===== src/rtl/mult_seq_pkg.sv =====
// Shared types and phase constants for the multiplier phase sequencer.
// count_global phase map: calibration in 1..22, ADC sample window in 23..31.
package mult_seq_pkg;

   typedef enum logic [2:0] {
      StIdle,
      StSeq,
      StAdc,
      StDone,
      StErr
   } state_e;

   typedef enum logic [1:0] {
      SelHold = 2'd0,
      SelStd  = 2'd1,
      SelZero = 2'd2,
      SelAdc  = 2'd3
   } mult_sel_e;

   localparam logic [4:0] PH_STD0     = 5'd1;
   localparam logic [4:0] PH_STD1     = 5'd7;
   localparam logic [4:0] PH_ZERO     = 5'd20;
   localparam logic [4:0] PH_LAST_SEQ = 5'd22;
   localparam logic [4:0] PH_ADC0     = 5'd23;
   localparam logic [4:0] PH_ADC_LAST = 5'd31;

   function automatic mult_sel_e phase_sel(input logic [4:0] ph);
      mult_sel_e sel;
      sel = SelHold;
      if (ph == PH_STD0 || ph == PH_STD1) begin
         sel = SelStd;
      end else if (ph == PH_ZERO) begin
         sel = SelZero;
      end else if (ph >= PH_ADC0) begin
         sel = SelAdc;
      end
      return sel;
   endfunction

endpackage


===== src/rtl/mult_seq_wdog.sv =====
// ADC-window watchdog: counts consecutive idle ticks and flags expiry on the
// tick that would take the count past TIMEOUT-1.
module mult_seq_wdog #(
   parameter int unsigned TIMEOUT = 1024,
   parameter int unsigned CW      = 16
) (
   input  logic clk,
   input  logic rst_n,
   input  logic clr,
   input  logic tick,
   output logic expire
);

   logic [CW-1:0] cnt_q, cnt_d;

   always_comb begin
      cnt_d = cnt_q;
      if (clr) begin
         cnt_d = '0;
      end else if (tick) begin
         cnt_d = cnt_q + 1'b1;
      end
   end

   assign expire = tick && (cnt_q == CW'(TIMEOUT - 1));

   always_ff @(posedge clk) begin
      if (!rst_n) begin
         cnt_q <= '0;
      end else begin
         cnt_q <= cnt_d;
      end
   end

endmodule


===== src/rtl/mult_phase_sequencer.sv =====
// Frame sequencer driving count_global / mult_sel for the mult datapath:
// calibration phases, accumulator clear, then a 9-sample ADC window per frame.
module mult_phase_sequencer
   import mult_seq_pkg::*;
#(
   parameter int unsigned NUM_FRAMES = 4,
   parameter int unsigned TIMEOUT    = 1024,
   parameter int unsigned CW         = 16
) (
   input  logic       clk,
   input  logic       rst_n,
   input  logic       start,
   input  logic       abort,
   input  logic       adc_valid,
   output logic       adc_ready,
   output logic [4:0] count_global,
   output logic [1:0] mult_sel,
   output logic       acc_en,
   output logic [7:0] frame_idx,
   output logic       busy,
   output logic       done,
   output logic       err
);

   state_e    state_q, state_d;
   logic [4:0] count_q, count_d;
   logic [7:0] frame_q, frame_d;
   mult_sel_e mult_sel_q, mult_sel_d;
   logic      adc_ready_q, adc_ready_d;
   logic      acc_en_q, acc_en_d;
   logic      busy_q, busy_d;
   logic      done_q, done_d;
   logic      err_q, err_d;

   logic accept;
   logic wdog_clr;
   logic wdog_tick;
   logic wdog_expire;

   // adc_ready_q is high exactly while state_q is StAdc
   assign accept    = adc_valid && adc_ready_q;
   assign wdog_tick = (state_q == StAdc) && !adc_valid;
   assign wdog_clr  = (state_q != StAdc) || accept || abort;

   mult_seq_wdog #(
      .TIMEOUT (TIMEOUT),
      .CW      (CW)
   ) u_wdog (
      .clk    (clk),
      .rst_n  (rst_n),
      .clr    (wdog_clr),
      .tick   (wdog_tick),
      .expire (wdog_expire)
   );

   always_comb begin
      state_d = state_q;
      count_d = count_q;
      frame_d = frame_q;

      unique case (state_q)
         StIdle, StErr: begin
            if (start) begin
               state_d = StSeq;
               count_d = PH_STD0;
               frame_d = 8'd0;
            end
         end
         StSeq: begin
            if (count_q == PH_LAST_SEQ) begin
               state_d = StAdc;
               count_d = PH_ADC0;
            end else begin
               count_d = count_q + 5'd1;
            end
         end
         StAdc: begin
            if (accept) begin
               if (count_q != PH_ADC_LAST) begin
                  count_d = count_q + 5'd1;
               end else if (frame_q == 8'(NUM_FRAMES - 1)) begin
                  state_d = StDone;
                  count_d = 5'd0;
               end else begin
                  state_d = StSeq;
                  count_d = PH_STD0;
                  frame_d = frame_q + 8'd1;
               end
            end else if (wdog_expire) begin
               state_d = StErr;
               count_d = 5'd0;
            end
         end
         StDone: begin
            state_d = StIdle;
         end
         default: begin
            state_d = StIdle;
            count_d = 5'd0;
         end
      endcase

      if (abort) begin
         state_d = StIdle;
         count_d = 5'd0;
         frame_d = 8'd0;
      end

      mult_sel_d  = phase_sel(count_d);
      adc_ready_d = (state_d == StAdc);
      acc_en_d    = accept && !abort;
      busy_d      = (state_d == StSeq) || (state_d == StAdc);
      done_d      = (state_d == StDone);
      err_d       = (state_d == StErr);
   end

   always_ff @(posedge clk) begin
      if (!rst_n) begin
         state_q     <= StIdle;
         count_q     <= 5'd0;
         frame_q     <= 8'd0;
         mult_sel_q  <= SelHold;
         adc_ready_q <= 1'b0;
         acc_en_q    <= 1'b0;
         busy_q      <= 1'b0;
         done_q      <= 1'b0;
         err_q       <= 1'b0;
      end else begin
         state_q     <= state_d;
         count_q     <= count_d;
         frame_q     <= frame_d;
         mult_sel_q  <= mult_sel_d;
         adc_ready_q <= adc_ready_d;
         acc_en_q    <= acc_en_d;
         busy_q      <= busy_d;
         done_q      <= done_d;
         err_q       <= err_d;
      end
   end

   assign adc_ready    = adc_ready_q;
   assign count_global = count_q;
   assign mult_sel     = mult_sel_q;
   assign acc_en       = acc_en_q;
   assign frame_idx    = frame_q;
   assign busy         = busy_q;
   assign done         = done_q;
   assign err          = err_q;

endmodule


===== config.mk =====
export PLATFORM = sky130hd
export DESIGN_NAME = mult_phase_sequencer
export DESIGN_NICKNAME = d
export VERILOG_FILES = /design/src/rtl/mult_seq_pkg.sv /design/src/rtl/mult_seq_wdog.sv /design/src/rtl/mult_phase_sequencer.sv
export SDC_FILE = /design/constraint.sdc
export NUM_CORES = 1
export LEC_CHECK = 0
export ABC_CLOCK_PERIOD_IN_PS = 4300
export CAP_MARGIN = 10
export CORE_AREA = 2 2 63 124
export DETAILED_ROUTE_END_ITERATION = 7
export DIE_AREA = 0 0 65 126
export GPL_TIMING_DRIVEN = 0
export HOLD_SLACK_MARGIN = 0.08
export PLACE_DENSITY = 0.54
export SETUP_SLACK_MARGIN = 0.02
export SYNTH_ARGS = -nofsm -noshare
export SYNTH_HDL_FRONTEND = slang
export SYNTH_HIERARCHICAL = 1
export SYNTH_SLANG_ARGS = --single-unit
export TNS_END_PERCENT = 30

===== constraint.sdc =====
create_clock -name clk -period 4.3 [get_ports clk]
set_clock_uncertainty 0.2 [all_clocks]
set_input_delay 0.43 -clock clk [delete_from_list [all_inputs] [get_ports clk]]
set_output_delay 0.43 -clock clk [all_outputs]
set_load 0.01 [all_outputs]

After elaboration in Yosys (flattened, before gate mapping)
Index checks and enable logic that the tools add are counted.
Storage, ports and cells
  bits in registers: 39
  bits of input ports: 5
  output and inout port bits: 20
  word-level logic and storage cells: 77
Operators by class
  $add $sub $neg: 3
  magnitude comparators: 1
  equality and inequality tests: 20
  muxes and demuxes: 24
  bitwise logic cells: 1
  reductions and logical operators: 17
Operator list (number)
  2-to-1 mux 8 bit: 4
  2-to-1 mux 5 bit: 6
  case mux 5 bit (4 select lines): 1
  2-to-1 mux 3 bit: 6
  adder 16 x 1 -> 16 bit, second input constant: 1
  equality test 16 x 10 -> 1 bit, second input constant: 1
  case mux 8 bit (2 select lines): 1
  equality test 3 x 2 -> 1 bit, second input constant: 4
  equality test 5 bit, second input constant: 2
  case mux 3 bit (3 select lines): 1
  adder 8 x 1 -> 8 bit, second input constant: 1
  equality test 8 x 2 -> 1 bit, second input constant: 1
  inequality test 2 bit, second input constant: 4
  OR reduction 2 bit: 4
  equality test 3 x 1 -> 1 bit, second input constant: 2
  equality test 3 bit, second input constant: 2
  2-to-1 mux 2 bit: 3
  adder 5 x 1 -> 5 bit, second input constant: 1
  equality test 5 x 1 -> 1 bit, second input constant: 1
  equality test 5 x 3 -> 1 bit, second input constant: 1
  >= comparator 5 bit, second input constant: 1
  inequality test 5 bit, second input constant: 1
  AND reduction 5 bit: 1
  logical AND 1 bit: 4
  7 further kinds: 12

Longest topological paths before layout
  word-level depth: 11
  mapped depth: 14
  gate-level depth less buffers: 11

Hierarchy
Netlist, hierarchy kept.
Modules (own cells, without submodules)
  mult_phase_sequencer: times used 1, cells each 158, area each 1313.8 µm², seq. area each 460.4 µm²
  mult_seq_wdog: times used 1, cells each 83, area each 735.7 µm², seq. area each 320.3 µm²

Least setup slack after synthesis
OpenSTA, ideal clock, no wires.
  path kind: flip-flop to flip-flop
  start point: register state_q[2]
  end point: register mult_sel_q[0] (netlist: mult_sel[0])
  setup time: 0.122 ns
  data arrival time: 3.303 ns
  data required time: 3.978 ns
  path slack: 0.675 ns
  stages on the path, launching flop included: 15
  path buffers: 3
  period minus slack after synthesis: 3.625 ns
  cell sequence: dfxtp_1 > buf_6 > or3b_1 > buf_2 > nor2_1 > buf_2 > nand4_1 > or3_2 > nor4_1 > a21oi_1 > nand3b_1 > and2_2 > a21oi_1 > and4bb_1 > a311o_1
Between the ends
  longest elaborated chain between the ends: 11
  elaborated cells between the ends (all ways): 20
  classes of those cells: order compare: 1; eq/ne: 7; mux: 7; reduce/logical: 5
RTL lines
  start, declared: line mult_phase_sequencer.sv:25  | state_e state_q, state_d;
  start signal, assigned: line mult_phase_sequencer.sv:119  | state_q <= StIdle;
  start signal, assigned: line mult_phase_sequencer.sv:129  | state_q <= state_d;
  equality test 3 x 2 -> 1 bit *: line mult_phase_sequencer.sv:42  | assign wdog_tick = (state_q == StAdc) && !adc_valid;
  logical AND 1 bit *: line mult_phase_sequencer.sv:42
  net wdog_tick: line mult_phase_sequencer.sv:37  | logic wdog_tick;
  logical AND 1 bit *: line mult_seq_wdog.sv:25  | assign expire = tick && (cnt_q == CW'(TIMEOUT - 1));
  net wdog_expire: line mult_phase_sequencer.sv:38  | logic wdog_expire;
  2-to-1 mux 5 bit *: line mult_phase_sequencer.sv:89  | end else if (wdog_expire) begin
  2-to-1 mux 5 bit *: line mult_phase_sequencer.sv:78  | if (accept) begin
  case mux 5 bit (4 select lines) *: line mult_phase_sequencer.sv:61  | unique case (state_q)
  2-to-1 mux 5 bit *: line mult_phase_sequencer.sv:103  | if (abort) begin
  >= comparator 5 bit: line mult_seq_pkg.sv:34  | end else if (ph >= PH_ADC0) begin
  2-to-1 mux 2 bit: line mult_seq_pkg.sv:34
  2-to-1 mux 2 bit: line mult_seq_pkg.sv:32  | end else if (ph == PH_ZERO) begin
  2-to-1 mux 1 bit *: line mult_seq_pkg.sv:30  | if (ph == PH_STD0 || ph == PH_STD1) begin
  end signal, assigned: line mult_phase_sequencer.sv:122  | mult_sel_q <= SelHold;
  end signal, assigned: line mult_phase_sequencer.sv:132  | mult_sel_q <= mult_sel_d;
  end, declared: line mult_phase_sequencer.sv:28  | mult_sel_e mult_sel_q, mult_sel_d;
Mark *: on every way through the listed nets, which the timed path passes. The rest lies on a longest branch.
A chain may end at the register's enable or synchronous reset.

Final worst setup path
Same ends and word-level chain as after synthesis.

==> summary.txt <==
Outcome
  • Status: finished, final reports clean

Setup path
  • Critical R2R Capture: mult_sel[0]
  • Worst EP arrival: 3920 ps
  • Crit end category: flop
  • Critical path type: flop to flop
  • Worst Path Required: 4270 ps
  • R2R depth: 14
  • Worst Setup Start Kind: flop
  • RR Startpoint: state_q[2]
  • Internal reg-to-reg setup slack: 350 ps
  • Critical path fanouts, max: 9

Routing
  • Post-DRT Antenna Nets: 0
  • DRT iter0 DRCs: 33
  • Via Count: ~1800
  • Pre-antenna DRT Iters: 4
  • Vias per cell: between 5 and 6
  • DR WL/cell: 14.1 um
  • Drt total wl: between 5000 and 6000 um
  • Remaining DRCs: 0

Place
  • Setup WS pre-CTS: -75.6 ps
  • IO Port Bufs: 24
  • DP HPWL: 4060 um
  • Post-placement cell count: 357
  • Final Wtd Congestion: 0.858

STA
  • RSZ-0062 raised after global routing: false
  • Rel. slew slack: 69.0%
  • Number of setup violations in the final report: 0
  • Fin. Hold Viols: 0
  • Fin crit period: 3950 ps
  • Worst hold slack: 305 ps
  • Fin crit share: 91.9%
  • Worst-margin pin slew: 459 ps
  • Final setup margin: 348 ps
  • FMAX: approximately 250 MHz
  • Fin. max-slew vios: 0
  • Setup tns final: 0 ps

Final layout
  • Fraction of layout instances using a drive strength above 1: between 10% and 20%
  • N_diodes: 0
  • Fin cells: ~370
  • Area growth from synthesis to layout: 26.5%
  • Nets: 283

Clocking
  • Clock Latency Late Sink: 290 ps
  • Clock slew at reported path FFs: 60 ps
  • Number of H-tree levels: 2
  • Post-CTS Setup Repair Bufs: 0
  • Clk buf depth: 2
  • Root Buffer: clkbuf_16
  • CTS Buf Count: 5
  • CTS tree: built
  • Clock sinks: 39

Hold path
  • Hold depth: 2
  • Worst hold start: u_wdog/cnt_q[15]
  • Hold Crit Endpoint: u_wdog/cnt_q[15]
  • Worst hold path class: flop to flop

Synth
  • Most area-consuming cells after synthesis: dfxtp_1, nor2_1, xnor2_1
  • Post-synth EDFFs: 0
  • Synth cell types: 56
  • Post-Synthesis Cells: 241
  • Post-synth design cell area: between 0.002 and 0.0025 mm^2
  • Ys Warns: 6
  • Syn Area/Cell: 8.50 um^2
  • Ys flop type: dfxtp_1
  • Post-synth top area cell: dfxtp_1
  • Asr flop ratio synth: 0%
  • FF+latch count, synth: 39
  • Seq/Total Area, Yosys: 38.1%
  • Top-area cell type share of the netlist area: 38.1%
  • Post-synth net total: between 200 and 300

Floorplan
  • Top Ports: 25
  • # rows: 44
  • Initial Util: 28.4%
  • Die H: 126 um
  • Die W: 65 um
  • Core ar.: 0.00721 mm^2
  • Die ar.: 0.00819 mm^2

Power and ir drop
  • Sequential power share: 44.1%
  • Clk pwr share: between 50% and 60%
  • Pleak: slightly below 0.0009 uW
  • Pwr Total: 829 uW
  • Sw Ratio: a little over a fifth
  • Cell Pwr Density: 320 mW/mm^2
  • Comb power frac: 4.4%
  • Pint: 653 uW
  • Peak supply drop: 0.169 mV
  • Net switching power: 176 uW

GRT
  • Grt total ovfl: 0
  • First-pass GRT wire length: 8690 um
  • Vias in the first global route: about 1800
  • Total Routing Usage GR: a little over an eighth
  • Initial antenna violation count: 0
  • Maximum number of pins on one net before global-route repair: 14

Job
  • Maxcap violations: 0
[cell type report]
| cell class | instances | area [um^2] |
|---|---|---|
| repair buffers | 24 | 240 |
| flip-flops and latches | 39 | 781 |
| clock inverters | 3 | 43.8 |
| multi-input cells | 186 | 1210 |
| clock buffers | 5 | 125 |
| fillers | 744 | 4620 |
| plain buffers | 8 | 43.8 |
| inverters | 8 | 30.0 |
| well taps | 92 | 115 |
[flip-flops by register name (all words and copies together), names as in the netlist, 2 cells and up]
signal and flops:
u_wdog/cnt_q 16, mult_sel 2, state_q 3, frame_idx 8
count_global 5
[stage by stage]
step / instance area, um^2 / util, %
6_report: 2590 / 35.9
5_1_grt: 2590 / 35.9
4_1_cts: 2580 / 35.8
3_5_place_dp: 2400 / 33.3
3_3_place_gp: 2400 / 33.3
2_1_floorplan: 2050 / -
[metal layers]
| layer | track usage, % | share of wire (%) | up-vias |
|---|---|---|---|
| met5 | 0 | 0 | - |
| met4 | 8.64 | 4.1 | 0 |
| met3 | 2.41 | 2.7 | 17 |
| met2 | 26.4 | 57 | 34 |
| li1 | - | - | 926 |
| met1 | 12.6 | 36 | 864 |
[synthesized netlist by cell type (all sizes together), types with 7 or more instances]
cell type,count
a21oi,20
or3,7
xnor2,11
dfxtp,39
nor2,35
nand3,9
inv,8
xor2,10
nand2,14
nand4,8
[layout by cell type (no fill, tap or decap), types with 2 or more instances in the layout]
| master | Yosys | final |
|---|---|---|
| a21oi_1 | 19 | 18 |
| a21oi_2 | 1 | 2 |
| a32oi_1 | 2 | 2 |
| and2_1 | 2 | 2 |
| and3_1 | 5 | 5 |
| buf_2 | 5 | 5 |
| clkbuf_1 | 2 | 2 |
| clkbuf_16 | 0 | 5 |
| clkdlybuf4s50_1 | 0 | 24 |
| dfxtp_1 | 39 | 39 |
| ha_1 | 6 | 6 |
| inv_1 | 8 | 8 |
| nand2_1 | 14 | 14 |
| nand2b_1 | 3 | 3 |
| nand3_1 | 9 | 9 |
| nand3b_1 | 3 | 3 |
| nand4_1 | 7 | 7 |
| nand4b_1 | 2 | 2 |
| nor2_1 | 34 | 34 |
| nor2b_1 | 4 | 4 |
| nor3_1 | 4 | 4 |
| nor4_1 | 6 | 5 |
| o21ai_0 | 5 | 5 |
| o31ai_1 | 2 | 2 |
| or2_2 | 2 | 2 |
| or3_1 | 4 | 4 |
| or3_2 | 3 | 3 |
| xnor2_1 | 11 | 11 |
| xor2_1 | 10 | 10 |
[repair_timing]
action,4_1_cts,5_1_grt
hold buffers,0,0
setup endpoints to repair,1,1
endpoints found under the hold margin,0,0
gates resized for setup,1,2
[logic make-up (layout without fill, tap and decap cells)]
kind of cell	after synthesis	count (layout)	synth area share, %
buffers and inverters	16	48	3.60
XOR/XNOR	21	21	8.97
multiplexers	2	2	1.04
flip-flops	39	39	38.1
AO/OA/AOI/OAI	44	44	14.1
AND/OR/NAND/NOR	113	113	30.5
adder cells (fa/ha/maj)	6	6	3.66
[worst max-delay path by stage]
stage                     depth (start not counted)  startpoint          end
after floorplan                                  14  state_q[2]  mult_sel[0]
after global placement                           12   adc_valid  mult_sel[0]
after detailed placement                         12   adc_valid  mult_sel[0]
after CTS                                        14  state_q[2]  mult_sel[0]
after global routing                             14  state_q[2]  mult_sel[0]
final                                            14  state_q[2]  mult_sel[0]
[worst max-delay path, stage by stage (launching register included)]
cell,delay [ps]
dfxtp_1,310
buf_6,130
or3b_1,330
buf_2,160
nor2_1,110
buf_2,200
nand4_1,240
or3_2,600
nor4_4,320
a21oi_1,90
nand3b_1,230
and2_2,240
a21oi_2,220
and4bb_1,200
a311o_1,260
[power by group through the flow]
stage,sequential (uW),combinational [uW],clock (uW)
floorplan,373,20.6,0
global placement,373,36.3,0
detailed placement,373,36.4,0
CTS,365,36.5,439
global route,365,40.7,451
finish,365,36.5,427
Power figures use the tool's default switching activity.
